==> config.mk <==
export PLATFORM = sky130hd
export DESIGN_NAME = shmcp_4_seq
export DESIGN_NICKNAME = d
export VERILOG_FILES = /design/src/rtl/shmcp_4_pkg.sv /design/src/rtl/shmcp_4_prog_mem.sv /design/src/rtl/shmcp_4_seq.sv
export SDC_FILE = /design/constraint.sdc
export NUM_CORES = 1
export LEC_CHECK = 0
export ABC_AREA = 1
export BUFFER_PORTS_ARGS = -buffer_cell sky130_fd_sc_hd__buf_2
export CAP_MARGIN = 20
export CORE_MARGIN = 10
export CORE_UTILIZATION = 24
export DETAILED_ROUTE_END_ITERATION = 7
export GPL_TIMING_DRIVEN = 0
export PLACE_DENSITY_LB_ADDON = 0.1
export REMOVE_ABC_BUFFERS = 1
export SLEW_MARGIN = 20
export SYNTH_ARGS = -nofsm -noshare
export SYNTH_HDL_FRONTEND = slang
export SYNTH_SLANG_ARGS = --single-unit
==> constraint.sdc <==
create_clock -name i_clk -period 2.7 [get_ports i_clk]
set_input_delay 0.135 -clock i_clk [delete_from_list [all_inputs] [get_ports i_clk]]
set_output_delay 0.135 -clock i_clk [all_outputs]
set_load 0.02 [all_outputs]
==> src/rtl/shmcp_4_pkg.sv <==
// Shared types and constants for the SHMCP_4 instruction sequencer.
// Holds the FSM state enum, opcode constants and the instruction classifier.
package shmcp_4_pkg;

  localparam int unsigned PROG_DEPTH = 16;

  localparam logic [3:0] OP_JNZ     = 4'h3;
  localparam logic [3:0] OP_JMP     = 4'h5;
  localparam logic [7:0] INSTR_HALT = 8'hFF;

  typedef enum logic [2:0] {
    StIdle,
    StFetch,
    StDecode,
    StExec,
    StHalt
  } seq_state_e;

  typedef enum logic [1:0] {
    ClsData,
    ClsJnz,
    ClsJmp,
    ClsHalt
  } instr_cls_e;

  // HALT is matched on the full byte before the opcode nibble is looked at.
  function automatic instr_cls_e classify(input logic [7:0] instr);
    instr_cls_e cls;
    if (instr == INSTR_HALT) begin
      cls = ClsHalt;
    end else if (instr[7:4] == OP_JNZ) begin
      cls = ClsJnz;
    end else if (instr[7:4] == OP_JMP) begin
      cls = ClsJmp;
    end else begin
      cls = ClsData;
    end
    return cls;
  endfunction

endpackage

==> src/rtl/shmcp_4_prog_mem.sv <==
// Program store for the SHMCP_4 sequencer.
// Single synchronous write port and one asynchronous read port; contents are never reset.
module shmcp_4_prog_mem #(
  parameter int unsigned PROG_DEPTH = shmcp_4_pkg::PROG_DEPTH
) (
  input  logic                          i_clk,
  input  logic                          i_we,
  input  logic [$clog2(PROG_DEPTH)-1:0] i_waddr,
  input  logic [7:0]                    i_wdata,
  input  logic [$clog2(PROG_DEPTH)-1:0] i_raddr,
  output logic [7:0]                    o_rdata
);
  import shmcp_4_pkg::*;

  logic [7:0] r_mem [PROG_DEPTH];

  always_ff @(posedge i_clk) begin
    if (i_we) begin
      r_mem[i_waddr] <= i_wdata;
    end
  end

  assign o_rdata = r_mem[i_raddr];

endmodule

==> src/rtl/shmcp_4_seq.sv <==
// SHMCP_4 instruction sequencer: program loading plus the FETCH/DECODE/EXEC walker.
// Datapath-class instructions are issued as one-cycle strobes; jumps and halts resolve here.
module shmcp_4_seq #(
  parameter int unsigned PROG_DEPTH = shmcp_4_pkg::PROG_DEPTH
) (
  input  logic                          i_clk,
  input  logic                          i_rst,
  input  logic                          i_state,
  input  logic                          i_load,
  input  logic [7:0]                    i_instr,
  input  logic                          i_z_in,
  output logic [$clog2(PROG_DEPTH)-1:0] o_pc,
  output logic [7:0]                    o_ir,
  output logic                          o_ex_valid,
  output logic [7:0]                    o_ex_op,
  output logic                          o_busy,
  output logic                          o_halted,
  output logic                          o_load_ovf,
  output logic [$clog2(PROG_DEPTH):0]   o_prog_len
);
  import shmcp_4_pkg::*;

  localparam int unsigned AW = $clog2(PROG_DEPTH);
  localparam logic [AW:0] PtrFull = (AW+1)'(PROG_DEPTH);

  seq_state_e r_state, w_state_next;
  logic [AW-1:0] r_pc, w_pc_next;
  logic [7:0]    r_ir, w_ir_next;
  logic [AW:0]   r_wr_ptr;
  logic [AW:0]   r_prog_len;
  logic          r_load_ovf;

  logic          w_wr_req;
  logic          w_wr_en;
  logic [7:0]    w_rdata;
  instr_cls_e    w_cls;
  logic [AW:0]   w_pc_inc;
  logic [AW:0]   w_target;
  logic [AW:0]   w_pc_new;

  // ---------------------------------------------------------------------------
  // Program loading
  // ---------------------------------------------------------------------------
  assign w_wr_req = !i_state && i_load;
  assign w_wr_en  = w_wr_req && (r_wr_ptr < PtrFull);

  always_ff @(posedge i_clk) begin
    if (i_rst) begin
      r_wr_ptr   <= '0;
      r_prog_len <= '0;
      r_load_ovf <= 1'b0;
    end else if (i_state) begin
      r_wr_ptr <= '0;
    end else if (w_wr_en) begin
      r_wr_ptr   <= r_wr_ptr + 1'b1;
      r_prog_len <= r_wr_ptr + 1'b1;
    end else if (w_wr_req) begin
      r_load_ovf <= 1'b1;
    end
  end

  shmcp_4_prog_mem #(
    .PROG_DEPTH(PROG_DEPTH)
  ) u_prog_mem (
    .i_clk  (i_clk),
    .i_we   (w_wr_en),
    .i_waddr(r_wr_ptr[AW-1:0]),
    .i_wdata(i_instr),
    .i_raddr(r_pc),
    .o_rdata(w_rdata)
  );

  // ---------------------------------------------------------------------------
  // Sequencer FSM
  // ---------------------------------------------------------------------------
  assign w_cls    = classify(r_ir);
  assign w_pc_inc = {1'b0, r_pc} + 1'b1;
  assign w_target = (AW+1)'(r_ir[3:0]);

  // One bit wider than pc so that 15+1 compares as 16 against prog_len.
  always_comb begin
    w_pc_new = w_pc_inc;
    unique case (w_cls)
      ClsJnz:  w_pc_new = i_z_in ? w_pc_inc : w_target;
      ClsJmp:  w_pc_new = w_target;
      ClsData: w_pc_new = w_pc_inc;
      ClsHalt: w_pc_new = w_pc_inc;
    endcase
  end

  always_comb begin
    w_state_next = r_state;
    w_pc_next    = r_pc;
    w_ir_next    = r_ir;
    case (r_state)
      StIdle: begin
        if (i_state) begin
          w_state_next = (r_prog_len != '0) ? StFetch : StHalt;
        end
      end
      StFetch: begin
        w_ir_next    = w_rdata;
        w_state_next = StDecode;
      end
      StDecode: begin
        w_state_next = (w_cls == ClsHalt) ? StHalt : StExec;
      end
      StExec: begin
        // Running off the end of the store halts with pc parked on the last entry.
        if (w_pc_new < PtrFull) begin
          w_pc_next = w_pc_new[AW-1:0];
        end
        w_state_next = (w_pc_new >= r_prog_len) ? StHalt : StFetch;
      end
      StHalt: begin
        w_state_next = StHalt;
      end
      default: begin
        w_state_next = StIdle;
      end
    endcase
    if (!i_state) begin
      w_state_next = StIdle;
      w_pc_next    = '0;
    end
  end

  always_ff @(posedge i_clk) begin
    if (i_rst) begin
      r_state <= StIdle;
      r_pc    <= '0;
      r_ir    <= '0;
    end else begin
      r_state <= w_state_next;
      r_pc    <= w_pc_next;
      r_ir    <= w_ir_next;
    end
  end

  // ---------------------------------------------------------------------------
  // Outputs
  // ---------------------------------------------------------------------------
  assign o_ex_valid = (r_state == StExec) && (w_cls == ClsData);
  assign o_ex_op    = o_ex_valid ? r_ir : 8'h00;
  assign o_busy     = (r_state == StFetch) || (r_state == StDecode) || (r_state == StExec);
  assign o_halted   = (r_state == StHalt);
  assign o_pc       = r_pc;
  assign o_ir       = r_ir;
  assign o_load_ovf = r_load_ovf;
  assign o_prog_len = r_prog_len;

endmodule

==> results of run 1 <==
==> layout make-up <==
class	instances	area (um2)	share of cell area, %
repair buffers	46	288	3.48
flip-flops and latches	154	4390	53.1
inverters	112	423	5.12
multi-input cells	454	2100	25.4
clock inverters	14	153	1.85
well taps	384	480	5.82
clock buffers	18	429	5.19
==> what timing repair did <==
action / 4_1_cts / 5_1_grt
hold buffers: 2 / 0
endpoints found under the setup margin: 2 / 2
pin swaps: 0 / 2
endpoints found under the hold margin: 2 / 0
gates resized for setup: 4 / 21
setup buffers: 0 / 1
==> routing by layer <==
metal	share of wire, %	track usage, %	wire (um)
met1	49	15.3	9690
met2	46	17.5	9150
met3	4.4	2.63	880
met4	0.36	2.42	72
met5	0	0	0
==> critical path, delay by kind of cell (launching register included) <==
kind / cells / cell delay, ns
adder cells (fa/ha/maj): 2 / 0.61
AO/OA/AOI/OAI: 4 / 0.48
AND/OR/NAND/NOR: 9 / 0.93
flip-flops: 1 / 0.38
==> registers in the layout, indices dropped and copies added (netlist names) <==
signal / count
u_prog_mem.r_mem: 128
o_ir: 8
o_prog_len: 5
r_wr_ptr: 5
o_pc: 4
r_state: 3
o_load_ovf: 1
==> layout by cell type, fill, tap and decap left out, types with 7 or more instances in the layout <==
master	netlist	layout
nand2_1	249	247
a21oi_1	27	26
inv_1	107	104
o21ai_0	9	7
buf_2	10	41
clkbuf_16	0	17
ha_1	12	12
nor2_1	40	39
dfxtp_1	26	16
edfxtp_1	128	128
nand3_1	98	97
==> power by group <==
part           internal [uW]  total [uW]  switching (uW)
registers               2580        2590            10.4
logic                   30.0         132             102
clock network           1310        2370            1060
total                   3920        5090            1170
==> cells by family (layout without fill, tap and decap cells) <==
group,after synthesis,count (layout),synth area share (%)
DFF,154,154,62.3
AOI/OAI and AO/OA,41,41,3.16
adders and majority gates,12,12,2.14
xor gates and xnor gates,3,3,0.375
and+or+nand+nor,398,398,23.7
buffers and inverters,139,190,8.33
==> metrics by stage <==
stage	hold WS, ns	cell area (um2)
after CTS	0.0801	8210
after global routing	0.125	8260
final	0.0974	8260
after floorplan	0.204	6840
after global placement	0.437	7530
after detailed placement	0.434	7590
==> worst max path at each step <==
stage             from          to  slack, ns  depth (start not counted)
2_1_floorplan  o_pc[0]  r_state[0]      -0.35                         11
3_3_place_gp   o_pc[0]     o_ir[1]      -2.72                          9
3_5_place_dp   o_ir[2]  r_state[0]      -0.09                         15
4_1_cts        o_ir[2]  r_state[0]       0.02                         15
5_1_grt        o_ir[2]  r_state[0]       0.01                         15
6_report       o_ir[6]  r_state[0]       0.20                         15
==> out/results.txt, run 1 <==
1st-iter DRT viols = 188
CP Cell Sequence = nand2_2 > nor3_4 > nand2_2 > o31ai_2 > ha_1 > nand2_1 > o21ai_0 > nand2_1 > nand2_1 > ha_1 > nand4_1 > a21oi_2 > nor2_1 > a21oi_1 > nor2_1
DIE WIDTH = 191 um
Filler Cells Inserted = 3,065
NumNets Final = 810
Crit Path Max Fanout = 4
top-level port count = 42
Worst-path clk slew = 0.07 ns
outcome = complete, no violations
fin worst setup slack = 0.200 ns
Die H = 191 um
hold endpoint = o_prog_len[4]
worst setup path class = reg2reg
Worst setup SP type = flip-flop
Post-Syn Area = 0.00700 mm2
most numerous cell in the Yosys netlist = nand2_1
final setup vio count = 0
Yosys Warn Count = 0
vias in the first global route = 4,820
minimum clock period = 2.50 ns
Routed Wire Length = 19,800 um
post-synthesis sequential area ratio = 62.3%
leakage = 0.00343 uW
P&R area growth vs syn = 18.0%
CTS root buf = clkbuf_16
CTS H-tree lvls = 4
total clock sinks = 154
initial antenna violation count = 0
Worst VDD drop = 0.000308 V
post-layout util = 28.7%
Yosys cell types = 28
detailed-route DRC error count = 0
most used cell, CP = nand2_1
All-Layer GR Usage = 11.2%
total CTS buffers = 17
top cells by count, synth = 249 x nand2_1, 128 x edfxtp_1, 107 x inv_1
RSZ-0062 raised after global routing = no
Reg2Reg Launch Point = o_ir[6]
Hold Violations, Final = 0
# diodes = 0
CP endpoint kind = flip-flop
largest net degree at the start of global routing = 65
mean routed wirelength per cell = 16.7 um
worst path arrival time = 2.82 ns
Slew @ Worst Pin = 0.877 ns
post-synthesis register bit count = 154
number of routed nets with antenna violations = 0
first-pass GRT wire length = 30,000 um
Clock Skew = 0.0131 ns
Slew Viols, Final = 0
HP Start = i_rst
Post-DP HPWL = 12,500 um
Max Root-Sink Buffers = 2
grt ovf = 0
via count = 4,812
number of enable flip-flop cells after synthesis = 128
Final Power = 5090 uW
FF-to-FF path depth = 15
Synth Instances = 747
pre-CTS worst setup slack = -0.0850 ns
Initial Util = 24.3%
Hold Path Depth = 2
area leader, netlist = edfxtp_1
pwr/cell area = 616 mW/mm2
DRT Pass-1 Iters = 4
reg-to-reg endpoint = r_state[0]
final setup TNS = 0 ns
Crit-path slowest cell = dfxtp_4
reg2reg setup slack = 0.20 ns
Hold WC Path Type = in2reg
Max-slew headroom = 41.3%
CTS tree = yes
port bufs = 41
Final period util = 92.6%
Placer Congestion = 0.721
Critical Path RT = 3.02 ns
die footprint = 0.0364 mm2
Post-synth top flop = edfxtp_1
Area contributors post-synth = edfxtp_1 55%, nand2_1 13%, dfxtp_1 7.4%, nand3_1 7.0%, inv_1 5.7%
CP peak stage delay = 0.38 ns
FMAX = 0.400 GHz
syn_area_per_cell = 9.37 um2
share of cells above drive strength 1 = 13.4%
fin cells = 1,182
fraction of registers with async set/reset = 0%
core area = 0.0288 mm2
Worst-Skew Late Latency = 0.43 ns
Yosys top cell area share = 54.9%
vias per cell = 4.07
placed cells = 1,147
max_cap viols = 0
row cnt = 62
(Power assumes the default switching activity.)
==> inputs of run 2 (changes only) <==
ABC_AREA = not set   (was 1)
==> out/results.txt, run 2 <==
port bufs = 41
fin worst setup slack = -0.0396 ns
Largest Register = u_prog_mem.r_mem
Post-Syn Area = 0.00644 mm2
Yosys top cell area share = 59.7%
Hold Violations, Final = 0
post-synthesis sequential area ratio = 67.8%
Max Root-Sink Buffers = 2
vias in the first global route = 3,867
detailed-route DRC error count = 0
CP endpoint kind = flip-flop
Slew Viols, Final = 0
Die H = 184 um
failing checks = setup timing
minimum clock period = 2.74 ns
CTS H-tree lvls = 4
Worst-path clk slew = 0.06 ns
Hold WC Path Type = in2reg
row cnt = 59
Largest register FFs = 128
Worst setup SP type = flip-flop
Seq pwr share = 53.1%
P_sw = 1100 uW
Final Power = 4910 uW
most numerous cell in the Yosys netlist = edfxtp_1
largest net degree at the start of global routing = 31
FMAX = 0.365 GHz
fraction of registers with async set/reset = 0%
area leader, netlist = edfxtp_1
Clock Skew = 0.0122 ns
clock share of power = 43.7%
leakage = 0.00265 uW
Critical Path RT = 3.01 ns
total CTS buffers = 17
# diodes = 0
Slew @ Worst Pin = 1.05 ns
Comb pwr share = 3.2%
final setup TNS = -0.0396 ns
total clock sinks = 154
Worst-Skew Late Latency = 0.43 ns
worst setup path class = reg2reg
fin cells = 822
Initial Util = 24.6%
Placer Congestion = 0.737
number of routed nets with antenna violations = 0
top cells by count, synth = 128 x edfxtp_1, 36 x nor2_1, 26 x dfxtp_1
Yosys cell types = 41
highest-count cells in the layout ignoring fill and taps = 128 x edfxtp_1, 41 x buf_2, 23 x nor2_1, 17 x clkbuf_16, 17 x buf_4
CTS root buf = clkbuf_16
core area = 0.0262 mm2
P_int = 3810 uW
All-Layer GR Usage = 10.3%
number of enable flip-flop cells after synthesis = 128
DIE WIDTH = 184 um
DRT Pass-1 Iters = 4
worst path arrival time = 3.05 ns
Worst VDD drop = 0.000400 V
Filler Cells Inserted = 2,562
Sw Ratio = 22.3%
NumNets Final = 499
max_cap viols = 0
Yosys Warn Count = 0
mean routed wirelength per cell = 20.6 um
first-pass GRT wire length = 25,500 um
via count = 3,746
commonest non-fill, non-tap cell in the layout = edfxtp_1
final setup vio count = 1
initial antenna violation count = 0
outcome = finished with violations
Max-slew headroom = 29.4%
P&R area growth vs syn = 23.5%
placed cells = 775
CTS tree = yes
Routed Wire Length = 16,900 um
grt ovf = 0
Synth Instances = 414
share of cells above drive strength 1 = 33.3%
pwr/cell area = 617 mW/mm2
syn_area_per_cell = 15.6 um2
Post-DP HPWL = 11,000 um
RSZ-0062 raised after global routing = yes
die footprint = 0.0338 mm2
top-level port count = 42
pre-CTS worst setup slack = -0.741 ns
post-synthesis register bit count = 154
vias per cell = 4.56
Area contributors post-synth = edfxtp_1 60%, dfxtp_1 8.1%, mux4_2 4.9%, mux4_1 4.1%, ha_1 2.3%
Final period util = 101%
post-layout util = 30.4%
1st-iter DRT viols = 256
Post-synth top flop = edfxtp_1
Crit Path Max Fanout = 5
## run 2: repair_timing
action | CTS | global route
setup buffers | 8 | 6
hold buffers | 1 | 0
endpoints found under the hold margin | 1 | 0
resized for setup | 40 | 14
setup endpoints to repair | 70 | 81
gates cloned | 0 | 0
pin swaps | 6 | 11
## run 2: logic make-up (layout without fill, tap and decap cells)
group	Yosys count	count (layout)	share of synthesized area [%]
multiplexers	40	40	11.7
flip-flops	154	154	67.8
AND/OR/NAND/NOR	107	107	8.49
adder cells (fa/ha/maj)	12	12	2.33
XOR/XNOR	7	7	0.952
buffers and inverters	38	111	2.62
AO/OA/AOI/OAI	56	56	6.20
## run 2: through the flow
step           area (um2)  hold slack [ns]
2_1_floorplan        6330            0.207
3_3_place_gp         6960            0.391
3_5_place_dp         7080            0.394
4_1_cts              7820          0.00993
5_1_grt              7950           0.0421
6_report             7950           0.0322
## run 2: final timing paths
kind                               from     endpoint  slack, ns  cells past startpoint
worst min-delay path            i_state  r_wr_ptr[0]       0.03                      2
worst min register to register  o_ir[1]      o_ir[1]       0.53                      2
worst max-delay path            o_ir[0]   r_state[0]      -0.04                     13
worst max register to register  o_ir[0]   r_state[0]      -0.04                     13
## run 2: per-layer routing
metal | vias up | global-route usage [%] | wire length [um]
li1 | 1750 | - | -
met1 | 1907 | 13.1 | 7710
met2 | 72 | 16.8 | 8280
met3 | 17 | 2.51 | 708
met4 | 0 | 3.67 | 228
met5 | - | 0 | 0
## run 2: final cells by class
| cell class | count | area [um2] | share of cell area (%) |
|---|---|---|---|
| sequential | 154 | 4400 | 55.3 |
| timing repair buffer | 63 | 414 | 5.21 |
| clock inverter | 14 | 100 | 1.26 |
| tap | 335 | 419 | 5.27 |
| clock buffer | 18 | 429 | 5.40 |
| multi-input combinational | 222 | 2130 | 26.8 |
| inverter | 16 | 60.1 | 0.755 |
## run 2: critical path, cell delays in order (launching register included)
cell	delay, ns
dfxtp_4	0.39
nand4_1	0.15
nor2_4	0.20
a31o_4	0.14
ha_4	0.21
mux2i_4	0.19
buf_6	0.16
o2bb2ai_4	0.09
ha_4	0.28
nand2_2	0.05
o21ai_2	0.14
a31oi_2	0.13
a221o_1	0.33
and3_1	0.18
## run 2: power groups by stage
stage	clock network [uW]	logic (uW)	registers, uW
after floorplan	0	55.7	2660
after global placement	0	136	2660
after detailed placement	0	142	2660
after CTS	2210	151	2610
after global routing	2310	174	2610
final	2150	156	2600
==> inputs of run 3 (changes only) <==
CTS_BUF_LIST = sky130_fd_sc_hd__clkbuf_2   (was not set)
==> out/results.txt, run 3 (synthesis gave the netlist of run 2 again) <==
FMAX = 0.367 GHz
initial antenna violation count = 1
first-pass GRT wire length = 25,900 um
largest net degree at the start of global routing = 31
CP Cell Sequence = nand4_1 > nor2_4 > a31o_4 > ha_4 > mux2i_4 > nor2_2 > a21oi_2 > ha_1 > nor2b_1 > o21ai_2 > a31oi_2 > nor3_1 > o311a_1
share of cells above drive strength 1 = 32.4%
number of routed nets with antenna violations = 0
core area = 0.0262 mm2
CP peak stage delay = 0.43 ns
Crit path max-delay family = compound AO/OA/AOI/OAI gates
total clock sinks = 154
Crit-path slowest cell = dfxtp_4
worst path arrival time = 3.32 ns
row cnt = 59
M1 WL = 7780 um
Sequential Area = 0.00440 mm2
NumNets Final = 518
Hold WC Path Type = in2reg
fin worst setup slack = -0.0240 ns
Initial Util = 24.6%
Multi-input gate area = 0.00211 mm2
mean routed wirelength per cell = 20.3 um
Slew Viols, Final = 0
P&R area growth vs syn = 20.8%
commonest non-fill, non-tap cell in the layout = edfxtp_1
placed cells = 775
fin cells = 842
grt ovf = 0
Largest register FFs = 128
final setup vio count = 2
CTS H-tree lvls = 4
Clock Skew = 0.0494 ns
WP buf/inv = 0
CTS root buf = clkbuf_2
Max-slew headroom = 36.1%
top sig layer = met4
pwr/cell area = 497 mW/mm2
Max Root-Sink Buffers = 2
Post-DP HPWL = 11,000 um
Placer Congestion = 0.737
DIE WIDTH = 184 um
Worst-Skew Late Latency = 0.71 ns
Critical Path RT = 3.29 ns
CP endpoint kind = flip-flop
vias per cell = 4.54
Slew @ Worst Pin = 0.950 ns
Worst VDD drop = 0.000155 V
1st-iter DRT viols = 261
Worst-path clk slew = 0.26 ns
top-level port count = 42
Filler Cells Inserted = 2,589
Final period util = 101%
Routed Wire Length = 17,100 um
Met3 Wirelength = 787 um
pre-CTS worst setup slack = -0.741 ns
failing checks = setup timing
worst setup path class = reg2reg
CTS tree = yes
Worst setup SP type = flip-flop
die footprint = 0.0338 mm2
highest-count cells in the layout ignoring fill and taps = 128 x edfxtp_1, 41 x buf_2, 20 x nor2_1, 19 x dlygate4sd3_1
DR WL met2 = 8320 um
DRT Pass-1 Iters = 4
post-layout util = 29.7%
Die H = 184 um
RSZ-0062 raised after global routing = yes
via count = 3,824
outcome = finished with violations
Hold Violations, Final = 0
Crit Path Max Fanout = 4
minimum clock period = 2.72 ns
All-Layer GR Usage = 10.5%
port bufs = 41
detailed-route DRC error count = 0
leakage = 0.00260 uW
max_cap viols = 0
total CTS buffers = 17
reg2reg setup slack = -0.02 ns
vias in the first global route = 3,999
Largest Register = u_prog_mem.r_mem
run 3: changes by cell type in the layout (fill, tap and decap cells not counted), sizes merged:
cell         change
dlygate4sd3     +18
diode            +1
buf              +1
run 3: worst paths after layout:
path	depth (start not counted)	start	endpoint
max reg2reg	13	o_ir[1]	r_state[2]
max	13	o_ir[1]	r_state[2]
min reg2reg	2	o_ir[1]	o_ir[1]
min	3	i_state	r_wr_ptr[0]
run 3: metal layers:
metal	up-vias	track usage, %
li1	1785	-
met1	1952	13.4
met2	76	17.0
met3	11	2.45
met4	0	3.70
met5	-	0
run 3: final cells by class:
type | count | area share (%)
Sequential cell | 154 | 56.6
Antenna cell | 1 | 0.0322
Inverter | 16 | 0.772
Multi-Input combinational cell | 222 | 27.1
Timing Repair Buffer | 82 | 7.74
Tap cell | 335 | 5.39
Clock buffer | 18 | 1.16
Clock inverter | 14 | 1.29
run 3: stage by stage:
step	cell area [um2]	TNS (ns)	power, uW	hold slack [ns]
3_5_place_dp	7080	-6.19	2800	0.394
4_1_cts	7680	-0.0821	3930	0.200
6_report	7780	-0.0347	3870	0.295
5_1_grt	7780	-0.280	4060	0.190
3_3_place_gp	6960	-41.84	2800	0.391
2_1_floorplan	6330	-3.61	2720	0.207
run 3: worst register-to-register path: stages, from the launching register on:
cell and delay, ns:
dfxtp_4 0.43, nand4_1 0.13, nor2_4 0.20, a31o_4 0.13, ha_4 0.20, mux2i_4 0.17
nor2_2 0.06, a21oi_2 0.18, ha_1 0.26, nor2b_1 0.14, o21ai_2 0.07, a31oi_2 0.22
nor3_1 0.07, o311a_1 0.35
run 3: repair_timing:
item                                    CTS  global route
endpoints found under the setup margin   79            13
pin swaps                                 4             6
buffers inserted                         12             3
hold endpoints to repair                146             0
hold buffers                             19             0
gates resized for setup                  39            13
run 3: report_power, final:
group	switching [uW]	leakage, uW	internal, uW	total [uW]
logic	107	0.00112	64.7	172
registers	20.2	0.00137	2580	2600
clock network	848	0.000111	244	1090
total	975	0.00260	2890	3870
